**src/rtl/uart_tx_serializer.sv**
```systemverilog
// uart_tx_serializer: 8N1 UART transmitter paced by a one-clk tick16 enable.
// Define TX_PARITY_EN to insert an even-parity bit between data and stop.
module uart_tx_serializer #(
    parameter int DATA_BITS     = 8,
    parameter int TICKS_PER_BIT = 16,
    parameter int STOP_BITS     = 1
) (
    input  logic                 clk,
    input  logic                 reset,
    input  logic                 tick16,
    input  logic [DATA_BITS-1:0] tx_data,
    input  logic                 tx_load,
    output logic                 tx_ready,
    output logic                 tx_busy,
    output logic                 tx_done,
    output logic                 txd
);
    localparam int TW = $clog2(TICKS_PER_BIT);
    localparam int BW = $clog2(DATA_BITS + STOP_BITS + 1);
    localparam logic [TW-1:0] TICK_LAST = TW'(TICKS_PER_BIT - 1);
    localparam logic [BW-1:0] DATA_LAST = BW'(DATA_BITS - 1);
    localparam logic [BW-1:0] STOP_LAST = BW'(STOP_BITS - 1);

    typedef enum logic [2:0] {
        S_IDLE, S_START, S_DATA, S_PARITY, S_STOP
    } state_t;

    state_t               r_state, w_state;
    logic [DATA_BITS-1:0] r_hold, w_hold;
    logic                 r_hold_full, w_hold_full;
    logic [DATA_BITS-1:0] r_shift, w_shift;
    logic [TW-1:0]        r_tick_cnt, w_tick_cnt;
    logic [BW-1:0]        r_bit_cnt, w_bit_cnt;
    logic                 r_txd, w_txd;
    logic                 w_done;
    logic                 w_xfer;
    logic                 w_bit_end;
`ifdef TX_PARITY_EN
    logic                 r_parity, w_parity;
`endif

    assign w_bit_end = tick16 && (r_tick_cnt == TICK_LAST);

    // Next-state logic: bit sequencing, holding-register load and transfer.
    always_comb begin
        w_state     = r_state;
        w_hold      = r_hold;
        w_hold_full = r_hold_full;
        w_shift     = r_shift;
        w_tick_cnt  = r_tick_cnt;
        w_bit_cnt   = r_bit_cnt;
        w_txd       = r_txd;
        w_done      = 1'b0;
        w_xfer      = 1'b0;
`ifdef TX_PARITY_EN
        w_parity    = r_parity;
`endif
        if (tick16 && r_state != S_IDLE)
            w_tick_cnt = w_bit_end ? '0 : r_tick_cnt + TW'(1);
        unique case (r_state)
            S_IDLE: begin
                w_xfer = tick16 && r_hold_full;
            end
            S_START: begin
                if (w_bit_end) begin
                    w_state   = S_DATA;
                    w_bit_cnt = '0;
                    w_txd     = r_shift[0];
                end
            end
            S_DATA: begin
                if (w_bit_end) begin
                    if (r_bit_cnt == DATA_LAST) begin
                        w_bit_cnt = '0;
`ifdef TX_PARITY_EN
                        w_state   = S_PARITY;
                        w_txd     = r_parity;
`else
                        w_state   = S_STOP;
                        w_txd     = 1'b1;
`endif
                    end else begin
                        w_bit_cnt = r_bit_cnt + BW'(1);
                        w_shift   = r_shift >> 1;
                        w_txd     = r_shift[1];
                    end
                end
            end
            S_PARITY: begin
                if (w_bit_end) begin
                    w_state   = S_STOP;
                    w_bit_cnt = '0;
                    w_txd     = 1'b1;
                end
            end
            S_STOP: begin
                if (w_bit_end) begin
                    if (r_bit_cnt == STOP_LAST) begin
                        w_done  = 1'b1;
                        w_xfer  = r_hold_full;
                        w_state = S_IDLE;
                        w_txd   = 1'b1;
                    end else begin
                        w_bit_cnt = r_bit_cnt + BW'(1);
                    end
                end
            end
            default: begin
                w_state = S_IDLE;
                w_txd   = 1'b1;
            end
        endcase
        if (tx_load && !r_hold_full) begin
            w_hold      = tx_data;
            w_hold_full = 1'b1;
        end
        if (w_xfer) begin
            w_state     = S_START;
            w_shift     = r_hold;
            w_hold_full = 1'b0;
            w_bit_cnt   = '0;
            w_tick_cnt  = '0;
            w_txd       = 1'b0;
`ifdef TX_PARITY_EN
            w_parity    = ^r_hold;
`endif
        end
    end

    // State register; reset forces the line high with no low glitch.
    always_ff @(posedge clk or posedge reset) begin
        if (reset) begin
            r_state     <= S_IDLE;
            r_hold      <= '0;
            r_hold_full <= 1'b0;
            r_shift     <= '0;
            r_tick_cnt  <= '0;
            r_bit_cnt   <= '0;
            r_txd       <= 1'b1;
        end else begin
            r_state     <= w_state;
            r_hold      <= w_hold;
            r_hold_full <= w_hold_full;
            r_shift     <= w_shift;
            r_tick_cnt  <= w_tick_cnt;
            r_bit_cnt   <= w_bit_cnt;
            r_txd       <= w_txd;
        end
    end

`ifdef TX_PARITY_EN
    // Parity of the frame in flight, captured at transfer.
    always_ff @(posedge clk or posedge reset) begin
        if (reset) r_parity <= 1'b0;
        else       r_parity <= w_parity;
    end
`endif

    assign tx_ready = !r_hold_full;
    assign tx_busy  = (r_state != S_IDLE);
    assign tx_done  = w_done;
    assign txd      = r_txd;
endmodule

```
**config.mk**
```make
export PLATFORM = sky130hd
export DESIGN_NAME = uart_tx_serializer
export DESIGN_NICKNAME = d
export VERILOG_FILES = /design/src/rtl/uart_tx_serializer.sv
export SDC_FILE = /design/constraint.sdc
export NUM_CORES = 1
export LEC_CHECK = 0
export CELL_PAD_IN_SITES_DETAIL_PLACEMENT = 0
export CELL_PAD_IN_SITES_GLOBAL_PLACEMENT = 1
export CORE_MARGIN = 2
export CORE_UTILIZATION = 40
export DETAILED_ROUTE_END_ITERATION = 10
export HOLD_SLACK_MARGIN = 0.06
export PLACE_DENSITY = 0.75
export REMOVE_ABC_BUFFERS = 1
export SLEW_MARGIN = 10
export SYNTH_ARGS = -nofsm -noshare
export SYNTH_HDL_FRONTEND = slang
export SYNTH_SLANG_ARGS = --single-unit
```
**constraint.sdc**
```tcl
create_clock -name clk -period 4.55 [get_ports clk]
set_clock_uncertainty 0.2 [all_clocks]
set_input_delay 0.6825 -clock clk [delete_from_list [all_inputs] [get_ports clk]]
set_output_delay 0.6825 -clock clk [all_outputs]
set_load 0.05 [all_outputs]
```
* Word level (Yosys, flattened, before mapping)
Cells that the tools add are included.
** Word-level totals
- Register bits after elaboration :: 29
- Bits of input ports :: 12
- Output and inout port bits :: 4
- Word-level logic and storage cells :: 81
** Cells by class
- $add $sub $neg :: 2
- Equality and inequality tests :: 16
- Multiplexer cells :: 38
- Reduce and logical (&&, ||, !) cells :: 18
** Operators by type and width (count)
- $mux 4 :: 9
- $mux 8 :: 4
- $mux 3 :: 7
- $ne 3x3->1 const B :: 7
- $pmux 3 s5 :: 1
- $mux 1 :: 14
- $pmux 4 s3 :: 1
- $add 4x1->4 const B :: 2
- $reduce_bool 2->1 :: 4
- $reduce_and 7->1 :: 1
- $eq 3x2->1 const B :: 2
- $reduce_and 6->1 :: 1
- $pmux 1 s5 :: 1
- $reduce_and 5->1 :: 1
- $eq 4x3->1 const B :: 1
- $eq 4x4->1 const B :: 1
- $logic_and 1x1->1 :: 4
- $logic_not 4->1 :: 1
- $ne 2x2->1 const B :: 2
- $reduce_bool 4->1 :: 1
- $eq 3x1->1 const B :: 1
- $eq 3x3->1 const B :: 1
- $logic_not 3->1 :: 1
- $ne 3x1->1 const B :: 1
- 5 further kinds :: 5

* Logic depth before layout (Yosys ltp)
- Word-level depth :: 6
- Mapped depth :: 8
- Gate-level depth less buffers :: 7

* Least setup slack after synthesis
OpenSTA, ideal clock, no wires.
- Path type :: flip-flop to output port
- Start :: reg r_bit_cnt[0]
- End :: out tx_done
- Arrival time :: 1.540 ns
- Required time :: 3.668 ns
- Setup slack :: 2.127 ns
- Cell stages (with the launch flop) :: 6
- Cells stage by stage :: dfrtp_1 -> inv_1 -> ha_1 -> nor3b_1 -> and2_1 -> and3_1
** On the way
- Cells in the longest elaborated chain, start to end :: 4
** Ends and longest elaborated chain
- start: declaration :: RTL line 33 : logic [BW-1:0] r_bit_cnt, w_bit_cnt;
- start signal: assignment :: RTL line 146 : r_bit_cnt <= w_bit_cnt;
- $logic_not 4->1 :: RTL line 98 : if (r_bit_cnt == STOP_LAST) begin
- $mux 1 :: RTL line 98
- $mux 1 :: RTL line 97 : if (w_bit_end) begin
- $mux 1 :: RTL line 60 : unique case (r_state)
- end: declaration :: RTL line 15 : output logic tx_done,
Every way passes these cells.

* Worst setup path in the final report
- Start :: in tick16
- End :: out tx_done
** On the way
- Cells in the longest elaborated chain, start to end :: 3
** Ends and longest elaborated chain
- start: declaration :: RTL line 10 : input logic tick16,
- $logic_and 1x1->1 :: RTL line 42 : assign w_bit_end = tick16 && (r_tick_cnt == TICK_LAST);
- $mux 1 :: RTL line 97
- $mux 1 :: RTL line 60
Every way passes these cells.

==> results.toml <==
[clock_network]
clk_root_buffer_cell = "sky130_fd_sc_hd__clkbuf_8"
clock_tree.buffer_depth = 2
cts.htree.levels = 2
cts_resized = 0
clock_latency_ps = 280
cts-hold-fix-buffers = 0
tritoncts_num_sinks = 29
postCtsSetupRepairBufs = 0
cts_made_buffers = 5
tritoncts_clock_tree = "built"
clk_pin_slew_worst_paths_ps = 60

[job]
max-cap-violations = 0

[sta]
postLayoutSetupSlackWorst_ps = 938
final_sum_of_negative_setup_slack_ps = 0
holdWs_ps = 273
finalCritPeriodShare_pct = 79.4
timing_worst_slew_pin_value_ps = 1020
relSlewSlack_pct = 31.4
finalHoldViolations = 0
report.final.slew_viol_count = 0
maximum_clock_rate_mhz = 277
final-setup-viol-count = 0
min_period_ps = 3610
rsz_0062_raised_after_global_routing = "false"

[logic_synthesis]
postSynthCellCount = 137
yosys-top-cells-count = "sky130_fd_sc_hd__dfrtp_1 (28), sky130_fd_sc_hd__a21o_1 (9), sky130_fd_sc_hd__nand2_1 (9), sky130_fd_sc_hd__nor2_1 (9), sky130_fd_sc_hd__inv_1 (8)"
synthesis.yosys.warnings = 0
yosys-mux-area-fraction_pct = 6.72
synth_top_family_by_area = "compound AO/OA/AOI/OAI gates"
synth-seq-cells = 29
distinct_cells_synth = 49
synth-simple-area-share_pct = 17.0
synth.most_common_cell = "sky130_fd_sc_hd__dfrtp_1"
async_flop_share_pct = 100
syn-mean-instance-area_um2 = 10.9
top_cells_by_area_synth = "sky130_fd_sc_hd__dfrtp_1 (47%), sky130_fd_sc_hd__a21o_1 (4.5%), sky130_fd_sc_hd__a22o_1 (4.1%)"
synth_area_leader_cell = "sky130_fd_sc_hd__dfrtp_1"
synth_enable_flop_cells = 0
area_of_the_mapped_netlist_um2 = 1490
synth-compound-area-share_pct = 20.8
synth-xor-area-share_pct = 0.588
ys_dominant_reg_cell = "sky130_fd_sc_hd__dfrtp_1"
synth-seq-area-share_pct = 48.8
netlist.area_leader.share_pct = 47.1
synth_adder_area_share_pct = 2.52

[route]
drt-wirelength-per-cell_um = 13.9
drt-pass1-iter-count = 4
route.vias.total = 1129
viasPerCell = 5.53
route.antenna.remaining_nets = 0
wl_um = 2830
detailedRoute.firstIterationViolations = 112
drc = 0

[power_and_ir_drop]
static_leak_nw = 0.799
power.density_cell_area_nw_per_um2 = 620
ir_drop_uv = 255

[hold_path]
worst_hold_path_type = "reg2reg"

[setup_path]
path_cells = "clkdlybuf4s50_1, and4_4, and2_1, and3_1, clkdlybuf4s50_1"
required_ps = 3670
cell_class_contributing_the_biggest_share_of_worst_path_delay = "buffers and inverters"
critical-path-top-cell-by-count = "sky130_fd_sc_hd__clkdlybuf4s50_1"
cp_data_arrival_time_ps = 2730
timing_worst_setup_path_type = "in2out"
critical_path.startpoint_type = "input port"
cp.buffers_inverters = 2
worst_setup_path_end_kind = "primary output"
setup.reg_to_reg.worst_slack_ps = 2260
critPathMaxFanout = 7
cell_with_the_largest_stage_delay_on_the_worst_path = "sky130_fd_sc_hd__clkdlybuf4s50_1"
worst_path_largest_cell_delay_ps = 800

[place]
dpl_worst_slack_ps = 958
place.detailed.hpwl_um = 2050
place.port_buffers = 15
gp_congestion = 0.833

[floorplan]
boundaryPins = 16
floorplan.die_area_um2 = 4230
placementRows = 22
design.core.area_um2 = 3610
die-height_um = 65.0
die_w_um = 65.0
initial_core_util_pct = 41.3

[global_route]
grt_util_all_layers_pct = 16.4
grt_start_max_net_pins = 30
grt_antenna_before_repair = 0
grt_pass1_wl_um = 5250
gr-total-overflow = 0
number_of_global_route_vias_before_repair = 1192

[finish]
finish.net_count = 170
areaGrowthSynthToFinish_pct = 20.7
layout-drive-gt1-share_pct = 13.5
antennaDiodeCount = 0

[status]
run_status = "complete, no violations"
-- where the power goes --
group | switching, mW | internal, mW
logic | 0.198 | 0.174
clock network | 0.0947 | 0.178
registers | 0.0968 | 0.373
-- worst register-to-register path, stage by stage, from the launching register on --
cell and delay [ps]:
sky130_fd_sc_hd__dfrtp_1 410, sky130_fd_sc_hd__inv_1 70, sky130_fd_sc_hd__ha_1 150, sky130_fd_sc_hd__nor3b_1 360
sky130_fd_sc_hd__a31oi_2 180, sky130_fd_sc_hd__nor2_4 390, sky130_fd_sc_hd__nor2_1 210, sky130_fd_sc_hd__a21o_1 220
-- routing by layer --
metal	vias up	routed length, µm	global-route usage (%)
met5	-	0	0
met4	0	68	9.11
met3	9	115	3.82
met2	21	1370	27.3
met1	560	1270	19.3
li1	539	-	-
-- logic make-up (layout without fill, tap and decap cells) --
| family | Yosys count | count (layout) |
|---|---|---|
| flip-flops | 29 | 29 |
| adder cells (fa/ha/maj) | 3 | 3 |
| multiplexers | 9 | 9 |
| buffers and inverters | 13 | 32 |
| AO/OA/AOI/OAI | 38 | 38 |
| AND/OR/NAND/NOR | 44 | 44 |
| XOR/XNOR | 1 | 1 |
-- path summary, 6_finish.rpt --
| path | endpoint | cells past startpoint | startpoint |
|---|---|---|---|
| max | tx_done | 5 | tick16 |
| min | r_shift[0] | 1 | r_shift[0] |
| max reg2reg | r_shift[5] | 7 | r_bit_cnt[0] |
| min reg2reg | r_shift[0] | 1 | r_shift[0] |
| max in group asynchronous | r_bit_cnt[1] | 2 | reset |
| min in group asynchronous | r_hold[7] | 2 | reset |
-- sequential cells by signal, indices dropped and copies added (netlist names) --
signal	cells
r_shift	8
r_state	3
r_hold_full	1
r_bit_cnt	4
r_tick_cnt	4
r_hold	8
txd	1
-- cell type report --
cell class              instances  area (µm²)
flip-flops and latches         29         727
inverters                       9        33.8
repair buffers                 15         150
clock buffers                   7        86.3
multi-input cells              95         709
clock inverters                 1        30.0
fillers                       349        1810
well taps                      48        60.1
-- through the flow --
| stage | instance area (µm²) | instances | util [%] | power, mW |
|---|---|---|---|---|
| detailed placement | 1680 | 196 | 46.6 | 0.850 |
| CTS | 1800 | 204 | 49.8 | 1.13 |
| global placement | 1680 | 196 | 46.6 | 0.835 |
| global route | 1800 | 204 | 49.8 | 1.20 |
| floorplan | 1470 | 133 | - | 0.740 |
| finish | 1800 | 204 | 49.8 | 1.11 |
-- cells in the final DEF, fill, tap and decap left out, types with 6 or more instances in the layout --
| cell type | instances |
|---|---|
| sky130_fd_sc_hd__a22o_1 | 7 |
| sky130_fd_sc_hd__dfrtp_1 | 28 |
| sky130_fd_sc_hd__nand2_1 | 9 |
| sky130_fd_sc_hd__clkdlybuf4s50_1 | 15 |
| sky130_fd_sc_hd__inv_1 | 7 |
| sky130_fd_sc_hd__clkbuf_8 | 6 |
| sky130_fd_sc_hd__nor2_1 | 9 |
| sky130_fd_sc_hd__a21o_1 | 9 |
(Power assumes the default switching activity.)
